[src/rtl/regspace_ahb2apb_bridge_if.sv]
// Bus bundle for regspace_ahb2apb_bridge: AHB-Lite slave side (h_*) and APB master side (p_*).
// "slave" is the bridge's own view; "master" is the view of the surrounding AHB master and APB slave.
interface regspace_ahb2apb_bridge_if #(
    parameter int ADDR_W = 16
);
    logic              h_sel;
    logic [ADDR_W-1:0] h_addr;
    logic [1:0]        h_trans;
    logic              h_write;
    logic [2:0]        h_size;
    logic [3:0]        h_prot;
    logic [31:0]       h_wdata;
    logic              h_ready_in;
    logic              h_ready_out;
    logic              h_resp;
    logic [31:0]       h_rdata;

    logic [ADDR_W-1:0] p_addr;
    logic [2:0]        p_prot;
    logic              p_sel;
    logic              p_enable;
    logic              p_write;
    logic [31:0]       p_wdata;
    logic [3:0]        p_strb;
    logic              p_ready;
    logic [31:0]       p_rdata;
    logic              p_slverr;

    modport slave (
        input  h_sel, h_addr, h_trans, h_write, h_size, h_prot, h_wdata, h_ready_in,
        output h_ready_out, h_resp, h_rdata,
        output p_addr, p_prot, p_sel, p_enable, p_write, p_wdata, p_strb,
        input  p_ready, p_rdata, p_slverr
    );

    modport master (
        output h_sel, h_addr, h_trans, h_write, h_size, h_prot, h_wdata, h_ready_in,
        input  h_ready_out, h_resp, h_rdata,
        input  p_addr, p_prot, p_sel, p_enable, p_write, p_wdata, p_strb,
        output p_ready, p_rdata, p_slverr
    );
endinterface

[src/rtl/regspace_ahb2apb_bridge.sv]
// AHB-Lite single-transfer slave to APB master bridge, one APB access outstanding at a time.
// Define REGSPACE_AHB2APB_TIMEOUT_EN to abandon an ACCESS phase after TIMEOUT_CYCLES without p_ready.
module regspace_ahb2apb_bridge #(
    parameter int ADDR_W         = 16,
    parameter int TIMEOUT_CYCLES = 256
) (
    input logic                      clk,
    input logic                      rst_n,
    regspace_ahb2apb_bridge_if.slave bus
);
    typedef enum logic [2:0] {IDLE, WDATA, SETUP, ACCESS, DONE, ERR1, ERR2} state_t;

    state_t      state_q, state_d;
    logic        accept;
    logic        legal;
    logic        timeout;
    logic [3:0]  strb;
    logic        h_ready_d, h_resp_d, p_sel_d, p_enable_d;

    assign accept = bus.h_sel && bus.h_trans[1] && bus.h_ready_in;

    always_comb begin
        legal = 1'b0;
        strb  = 4'b0000;
        unique case (bus.h_size)
            3'd0: begin
                legal = 1'b1;
                strb  = 4'b0001 << bus.h_addr[1:0];
            end
            3'd1: begin
                legal = ~bus.h_addr[0];
                strb  = 4'b0011 << bus.h_addr[1:0];
            end
            3'd2: begin
                legal = (bus.h_addr[1:0] == 2'b00);
                strb  = 4'b1111;
            end
            default: begin
                legal = 1'b0;
                strb  = 4'b0000;
            end
        endcase
        if (!bus.h_write) strb = 4'b0000;
    end

`ifdef REGSPACE_AHB2APB_TIMEOUT_EN
    localparam int CNT_W = $clog2(TIMEOUT_CYCLES + 1);
    logic [CNT_W-1:0] wd_cnt;

    assign timeout = (wd_cnt == CNT_W'(TIMEOUT_CYCLES - 1));

    // Counts consecutive ACCESS cycles; zero on every entry into ACCESS.
    always_ff @(posedge clk or negedge rst_n) begin
        if (!rst_n) wd_cnt <= '0;
        else if (state_q == ACCESS && state_d == ACCESS) wd_cnt <= wd_cnt + CNT_W'(1);
        else wd_cnt <= '0;
    end
`else
    assign timeout = 1'b0;
`endif

    always_comb begin
        state_d    = state_q;
        h_ready_d  = 1'b0;
        h_resp_d   = 1'b0;
        p_sel_d    = 1'b0;
        p_enable_d = 1'b0;

        unique case (state_q)
            IDLE, DONE, ERR2: begin
                if (!accept)          state_d = IDLE;
                else if (!legal)      state_d = ERR1;
                else if (bus.h_write) state_d = WDATA;
                else                  state_d = SETUP;
            end
            WDATA:  state_d = SETUP;
            SETUP:  state_d = ACCESS;
            ACCESS: begin
                if (bus.p_ready)  state_d = bus.p_slverr ? ERR1 : DONE;
                else if (timeout) state_d = ERR1;
            end
            ERR1:    state_d = ERR2;
            default: state_d = IDLE;
        endcase

        // Outputs are decoded from the next state so they can be registered alongside it.
        unique case (state_d)
            IDLE, DONE: h_ready_d = 1'b1;
            ERR1:       h_resp_d  = 1'b1;
            ERR2: begin
                h_ready_d = 1'b1;
                h_resp_d  = 1'b1;
            end
            SETUP:      p_sel_d   = 1'b1;
            ACCESS: begin
                p_sel_d    = 1'b1;
                p_enable_d = 1'b1;
            end
            default: ;
        endcase
    end

    always_ff @(posedge clk or negedge rst_n) begin
        if (!rst_n) begin
            state_q         <= IDLE;
            bus.h_ready_out <= 1'b1;
            bus.h_resp      <= 1'b0;
            bus.h_rdata     <= '0;
            bus.p_sel       <= 1'b0;
            bus.p_enable    <= 1'b0;
            bus.p_write     <= 1'b0;
            bus.p_addr      <= '0;
            bus.p_wdata     <= '0;
            bus.p_strb      <= '0;
            bus.p_prot      <= '0;
        end else begin
            state_q         <= state_d;
            bus.h_ready_out <= h_ready_d;
            bus.h_resp      <= h_resp_d;
            bus.p_sel       <= p_sel_d;
            bus.p_enable    <= p_enable_d;

            if ((state_q == IDLE || state_q == DONE || state_q == ERR2) && accept && legal) begin
                bus.p_addr  <= {bus.h_addr[ADDR_W-1:2], 2'b00};
                bus.p_write <= bus.h_write;
                bus.p_strb  <= strb;
                bus.p_prot  <= {~bus.h_prot[0], 1'b1, bus.h_prot[1]};
            end

            if (state_q == WDATA) bus.p_wdata <= bus.h_wdata;

            // Read data is only meaningful on an OKAY read; anything else returns zero.
            if (state_q == ACCESS && bus.p_ready)
                bus.h_rdata <= (!bus.p_slverr && !bus.p_write) ? bus.p_rdata : 32'h0;
            else if (state_d == ERR1)
                bus.h_rdata <= 32'h0;
        end
    end
endmodule

[src/flat_wrapper.sv]
// flat-port wrapper written by rule: the top's interface ports become plain ports
module regspace_ahb2apb_bridge_flat 
#(
    parameter int ADDR_W         = 16,
    parameter int TIMEOUT_CYCLES = 256
)
  (clk, rst_n, bus_h_sel, bus_h_addr, bus_h_trans, bus_h_write, bus_h_size, bus_h_prot, bus_h_wdata, bus_h_ready_in, bus_h_ready_out, bus_h_resp, bus_h_rdata, bus_p_addr, bus_p_prot, bus_p_sel, bus_p_enable, bus_p_write, bus_p_wdata, bus_p_strb, bus_p_ready, bus_p_rdata, bus_p_slverr);
  regspace_ahb2apb_bridge_if #(.ADDR_W(ADDR_W)) bus_i ();
  input logic clk;
  input logic rst_n;
  input wire logic [$bits(bus_i.h_sel)-1:0] bus_h_sel;
  input wire logic [$bits(bus_i.h_addr)-1:0] bus_h_addr;
  input wire logic [$bits(bus_i.h_trans)-1:0] bus_h_trans;
  input wire logic [$bits(bus_i.h_write)-1:0] bus_h_write;
  input wire logic [$bits(bus_i.h_size)-1:0] bus_h_size;
  input wire logic [$bits(bus_i.h_prot)-1:0] bus_h_prot;
  input wire logic [$bits(bus_i.h_wdata)-1:0] bus_h_wdata;
  input wire logic [$bits(bus_i.h_ready_in)-1:0] bus_h_ready_in;
  output wire logic [$bits(bus_i.h_ready_out)-1:0] bus_h_ready_out;
  output wire logic [$bits(bus_i.h_resp)-1:0] bus_h_resp;
  output wire logic [$bits(bus_i.h_rdata)-1:0] bus_h_rdata;
  output wire logic [$bits(bus_i.p_addr)-1:0] bus_p_addr;
  output wire logic [$bits(bus_i.p_prot)-1:0] bus_p_prot;
  output wire logic [$bits(bus_i.p_sel)-1:0] bus_p_sel;
  output wire logic [$bits(bus_i.p_enable)-1:0] bus_p_enable;
  output wire logic [$bits(bus_i.p_write)-1:0] bus_p_write;
  output wire logic [$bits(bus_i.p_wdata)-1:0] bus_p_wdata;
  output wire logic [$bits(bus_i.p_strb)-1:0] bus_p_strb;
  input wire logic [$bits(bus_i.p_ready)-1:0] bus_p_ready;
  input wire logic [$bits(bus_i.p_rdata)-1:0] bus_p_rdata;
  input wire logic [$bits(bus_i.p_slverr)-1:0] bus_p_slverr;
  assign bus_i.h_sel = bus_h_sel;
  assign bus_i.h_addr = bus_h_addr;
  assign bus_i.h_trans = bus_h_trans;
  assign bus_i.h_write = bus_h_write;
  assign bus_i.h_size = bus_h_size;
  assign bus_i.h_prot = bus_h_prot;
  assign bus_i.h_wdata = bus_h_wdata;
  assign bus_i.h_ready_in = bus_h_ready_in;
  assign bus_h_ready_out = bus_i.h_ready_out;
  assign bus_h_resp = bus_i.h_resp;
  assign bus_h_rdata = bus_i.h_rdata;
  assign bus_p_addr = bus_i.p_addr;
  assign bus_p_prot = bus_i.p_prot;
  assign bus_p_sel = bus_i.p_sel;
  assign bus_p_enable = bus_i.p_enable;
  assign bus_p_write = bus_i.p_write;
  assign bus_p_wdata = bus_i.p_wdata;
  assign bus_p_strb = bus_i.p_strb;
  assign bus_i.p_ready = bus_p_ready;
  assign bus_i.p_rdata = bus_p_rdata;
  assign bus_i.p_slverr = bus_p_slverr;
  regspace_ahb2apb_bridge #(.ADDR_W(ADDR_W), .TIMEOUT_CYCLES(TIMEOUT_CYCLES)) u_core (.clk(clk), .rst_n(rst_n), .bus(bus_i));
endmodule
[config.mk]
export PLATFORM = sky130hd
export DESIGN_NAME = regspace_ahb2apb_bridge_flat
export DESIGN_NICKNAME = d
export VERILOG_FILES = /design/src/rtl/regspace_ahb2apb_bridge_if.sv /design/src/rtl/regspace_ahb2apb_bridge.sv /design/src/flat_wrapper.sv
export SDC_FILE = /design/constraint.sdc
export NUM_CORES = 1
export LEC_CHECK = 0
export CORE_UTILIZATION = 40
export CTS_CLUSTER_DIAMETER = 80
export DETAILED_ROUTE_END_ITERATION = 8
export PLACE_DENSITY = 0.9
export SLEW_MARGIN = 5
export SYNTH_ARGS = -nofsm -noshare
export SYNTH_HDL_FRONTEND = slang
export SYNTH_SLANG_ARGS = --single-unit
[constraint.sdc]
create_clock -name clk -period 1.85 [get_ports clk]
set_input_delay 0.37 -clock clk [delete_from_list [all_inputs] [get_ports clk]]
set_output_delay 0.37 -clock clk [all_outputs]
set_load 0.05 [all_outputs]
After elaboration in Yosys (flattened, before gate mapping)
Index checks and enable logic that the tools add are counted. W data, S select, Z words.

Word-level logic and storage cells: 63. Input bits: 96. Register bits: 93.

Bitwise operators: 2. Shift operators: 2. Muxes and demuxes: 16. Equal/unequal tests: 13. Reduce and logical (&&, ||, !) cells: 19.

Operators by type and width (number): $mux W32 (3); $eq A3 B3 Y1 const B (6); $eq A3 B2 Y1 const B (5); $pmux W3 S5 (1); $pmux W4 S3 (1); $logic_not A3 Y1 (3); $mux W3 (3); $eq A3 B1 Y1 const B (2); $logic_and A1 B1 Y1 (6); $reduce_or A3 Y1 (2); $mux W1 (5); $mux W4 (1); $reduce_or A2 Y1 (2); $shl A1 B2 Y4 const A (1); $shl A2 B2 Y4 const A (1); $pmux W1 S3 (1); $logic_not A1 Y1 (2); $logic_not A2 Y1 (1); $logic_or A1 B1 Y1 (2); $mux W2 (1); $not A1 Y1 (2); $reduce_bool A2 Y1 (1).

Logic depth before layout (Yosys ltp)
Word-level depth: 8. Mapped depth: 8.

Worst setup path after synthesis
Ideal clock, no wire load.

Path kind: input -> register. Start point: input port bus_h_size[1]. End point: register u_core.bus.p_prot[2]. Arrival: 1.536 ns. Cell stages on the path: 8. Slack: 0.196 ns. Data required time: 1.731 ns. Buffers on the path: 3. Path through: buf_2 -> a21oi_2 -> nor2_2 -> or4_1 -> buf_2 -> buf_6 -> nand2_2 -> o21ai_2.

Longest elaborated chain between the ends: 3. Elaborated cells on any way between the ends: 5. Classes of those cells: eq/ne: 2; mux: 1; reduce/logical: 2.

RTL lines: start: declaration (line flat_wrapper.sv:15) `input wire logic [$bits(bus_i.h_size)-1:0] bus_h_size;`; $eq A3 B2 Y1, or another cell as far along (line regspace_ahb2apb_bridge.sv:25) `unique case (bus.h_size)`; $pmux W1 S3 * (line regspace_ahb2apb_bridge.sv:25); $logic_and A1 B1 Y1 * (line regspace_ahb2apb_bridge.sv:123) `if ((state_q == IDLE || state_q == DONE || state_q == ERR2) && accept && legal) begin`; end signal: assignment (line regspace_ahb2apb_bridge.sv:127) `bus.p_prot <= {~bus.h_prot[0], 1'b1, bus.h_prot[1]};`; end: declaration (line regspace_ahb2apb_bridge_if.sv:32) `output p_addr, p_prot, p_sel, p_enable, p_write, p_wdata, p_strb,`.

Every way passes the cells marked *; elsewhere a longest branch is shown, timed or not. A chain may end at the register's enable or synchronous reset.

Final worst setup path
Start point: input port bus_h_addr[1]. End point: register u_core.bus.p_strb[0].

Longest elaborated chain between the ends: 3. Elaborated cells on any way between the ends: 7. Classes of those cells: shift: 2; mux: 3; reduce/logical: 2.

RTL lines: start: declaration (line flat_wrapper.sv:12) `input wire logic [$bits(bus_i.h_addr)-1:0] bus_h_addr;`; $shl A2 B2 Y4, or another cell as far along (line regspace_ahb2apb_bridge.sv:32) `strb = 4'b0011 << bus.h_addr[1:0];`; $pmux W4 S3 / $pmux W1 S3 (equally long branches) (line regspace_ahb2apb_bridge.sv:25); $mux W4 / $logic_and A1 B1 Y1 (equally long branches) (line regspace_ahb2apb_bridge.sv:43, regspace_ahb2apb_bridge.sv:123); end signal: assignment (line regspace_ahb2apb_bridge.sv:126) `bus.p_strb <= strb;`; end: declaration (line regspace_ahb2apb_bridge_if.sv:32).

Several ways; a longest one is shown, not always the timed one.

==> summary.md <==
| Metric | Value |
|---|---|
| Total power | `10.67 mW` |
| CP cell instances | `clkdlybuf4s50_1 -> nor3_4 -> nor2_2 -> or4_1 -> buf_12 -> nand2_1 -> o21ai_1` |
| Placed Area | `5635 µm²` |
| Worst skew pair latency | `0.35 ns` |
| Mapped cell area | `~3700 µm²` |
| Drt pass-1 iters | `6` |
| Outcome | `finished, violations left` |
| Largest net degree at the start of global routing | `44` |
| Worst-margin pin slew | `between 0.5 and 0.6 ns` |
| Crit path kind | `input pin to flip-flop` |
| Layout cells sized above 1 | `33.20%` |
| Routed len/inst | `between 15 and 20 µm` |
| Worst EP required | `2.07 ns` |
| Core Util, Final | `approximately two thirds` |
| Fin. Hold Viols | `0` |
| Pwr/cell area | `roughly 1800 nW/µm²` |
| Hold path depth | `2` |
| Final Setup Violations | `0` |
| Num rows | `34` |
| Sequential cell area fraction in the yosys report | `63.58%` |
| Design area | `5804 µm²` |
| Peak VDD IR | `0.7664 mV` |
| Met3 GRT Util | `4.604%` |
| CP Buf/Inv Count | `2` |
| Number of global-route vias before repair | `3044` |
| Post-synth EDFFs | `0` |
| Commonest cells post-synth | `dfrtp_1, nand2_1, mux2_2` |
| Synthesized flop and latch total | `just over 90` |
| Critical path's largest stage delay | `just under 0.5 ns` |
| Synth Flop Type | `dfrtp_1` |
| Area leader, netlist | `dfrtp_1` |
| Initial DRC count | `120` |
| Nets | `582` |
| Die X | `approximately 100 µm` |
| Grt total ovfl | `0` |
| Post-synthesis async set-or-reset flop share | `between 90% and 100%` |
| Cell variety after synth | `36` |
| GR Util met2 | `33.72%` |
| Clock sinks | `93` |
| Crit. End Element | `flip-flop` |
| Fin crit period | `1.719 ns` |
| Top-area cell type share of the netlist area | `a little over three fifths` |
| RSZ-0062 raised after global routing | `false` |
| Input/output buffers | `~180` |
| Overall Global Routing Usage | `19.92%` |
| Max_cap viols | `0` |
| DIE HEIGHT | `97.69 µm` |
| Num CTS Buffers | `9` |
| Worst-path fanout max | `25` |
| Max Freq | `around 580 MHz` |
| R2R depth | `5` |
| YS warnings | `0` |
| Most frequent cell after synthesis | `dfrtp_1` |
| Crit path DAT | `1.94 ns` |
| Clock tree from TritonCTS | `yes` |
| Die footprint | `9542 µm²` |
| Reg clk slew, reported paths | `around 0.1 ns` |
| Hold_ws | `0.4790 ns` |
| Clk buf depth | `2` |
| Core footprint | `approximately 8800 µm²` |
| ANT nets after route | `0` |
| Critical Path Stages | `7` |
| CTS root buf | `clkbuf_8` |
| Synth area leaders | `dfrtp_1, mux2_2, a22o_1` |
| Area delta synth->final | `58.49%` |
| Fin crit share | `92.92%` |
| Via density | `4.902` |
| Initial antenna violation count | `0` |
| Global-route wire length before repair | `15040 µm` |
| Met1 usage | `24.79%` |
| Syn_area_per_cell | `13.03 µm²` |
| Antenna diode count | `0` |
| GR peak layer | `met2` |
| Clock H-tree levels | `3` |
| HPWL after DPL | `6926 µm` |
| Crit path max-delay cell type | `clkdlybuf4s50_1` |
| Final WL | `9078 µm` |
| Routability congestion estimate | `0.7423` |
| Post-Synthesis Cells | `281` |
| Final-report max-slew violation count | `0` |
| DRC | `28` |
| Layout Skew | `0.01855 ns` |
| Failing checks | `design-rule violations` |
| Slew margin rel. | `65.91%` |
| Initial Util | `41.59%` |
| Kind of start point of the critical path | `input pin` |
| Delay-heaviest family, CP | `simple AND/OR/NAND/NOR gates` |
| Number of primary I/O pins | `about 190` |
| Setup TNS | `0 ns` |
| Hold Path Class | `flip-flop to flip-flop` |
| LEAKAGE | `around 2.8 nW` |
| Routed via count | `between 2000 and 3000` |
## worst reg2reg max path: stages, from the launching register on
cell and delay, ns:
dfrtp_1 0.46, nor2b_1 0.16, or4_1 0.58, buf_12 0.20
nand2_1 0.07, o21ai_1 0.06
## logic make-up after synthesis
family / Yosys count / synth area share, %
DFF: 93 / 63.58
and+or+nand+nor: 84 / 12.06
buffers and inverters: 17 / 2.664
muxes: 33 / 10.15
AOI/OAI and AO/OA: 53 / 11.45
other: 1 / 0.1024
## repair_timing
action	4_1_cts	5_1_grt
endpoints found under the hold margin	26	0
endpoints found under the setup margin	23	2
buffers inserted	0	0
hold buffers	1	0
pin swaps	0	0
resized for setup	23	2
## through the flow
stage,cells,setup slack (ns)
floorplan,282,0.1955
global placement,582,-0.2344
detailed placement,582,-0.2649
CTS,599,0.1037
global route,599,0.03993
finish,599,0.1309
## power by group
part / internal (mW) / switching, mW / leakage (nW)
clock network: 0.536 / 0.706 / 0.0970
registers: 2.87 / 0.472 / 1.18
logic: 2.08 / 4.00 / 1.52
total: 5.49 / 5.18 / 2.80
## area by class of cell
| class | instances | area, µm² |
|---|---|---|
| Inverter | 1 | 3.754 |
| Clock buffer | 10 | 137.6 |
| Tap cell | 108 | 135.1 |
| Clock inverter | 6 | 45.04 |
| Multi-Input combinational cell | 172 | 1259 |
| Fill cell | 668 | 3002 |
| Timing Repair Buffer | 209 | 1896 |
| Sequential cell | 93 | 2328 |
## flip-flops by register name, indices dropped and copies added (netlist names)
register                count
u_core.bus.h_rdata         32
u_core.bus.h_ready_out      1
u_core.bus.h_resp           1
u_core.bus.p_addr          14
u_core.bus.p_enable         1
u_core.bus.p_prot           3
u_core.bus.p_sel            1
u_core.bus.p_strb           4
u_core.bus.p_wdata         32
u_core.bus.p_write          1
u_core.state_q              3
## per-layer routing
metal  up-vias  share of wire (%)
met5         -                  0
met4         0                1.6
met3        11                7.2
met2       121                 49
met1      1413                 42
li1       1391                  -
## final timing paths
path                                       from                endpoint  slack (ns)
min reg2reg                u_core.bus.p_strb[1]    u_core.bus.p_strb[1]        0.48
max in group asynchronous                 rst_n  u_core.bus.h_ready_out        0.75
max reg2reg                   u_core.state_q[2]    u_core.bus.p_strb[0]        0.21
min in group asynchronous                 rst_n  u_core.bus.h_rdata[22]        0.52
max                               bus_h_addr[1]    u_core.bus.p_strb[0]        0.13
min                        u_core.bus.p_strb[1]    u_core.bus.p_strb[1]        0.48
## cell usage in the layout (no fill, tap or decap), types with 3 or more instances in the layout
cell type,instances
nand2b_1,3
a22o_1,32
nor2_1,7
nand2_1,49
dlygate4sd2_1,23
clkbuf_8,10
clkdlybuf4s50_1,89
nor3_1,3
buf_4,89
buf_12,5
dfrtp_1,92
mux2_2,33
a21oi_1,4
o21ai_0,4
nor2b_1,4
nand2_2,9
Note: power is estimated with default switching activity, not from simulation.
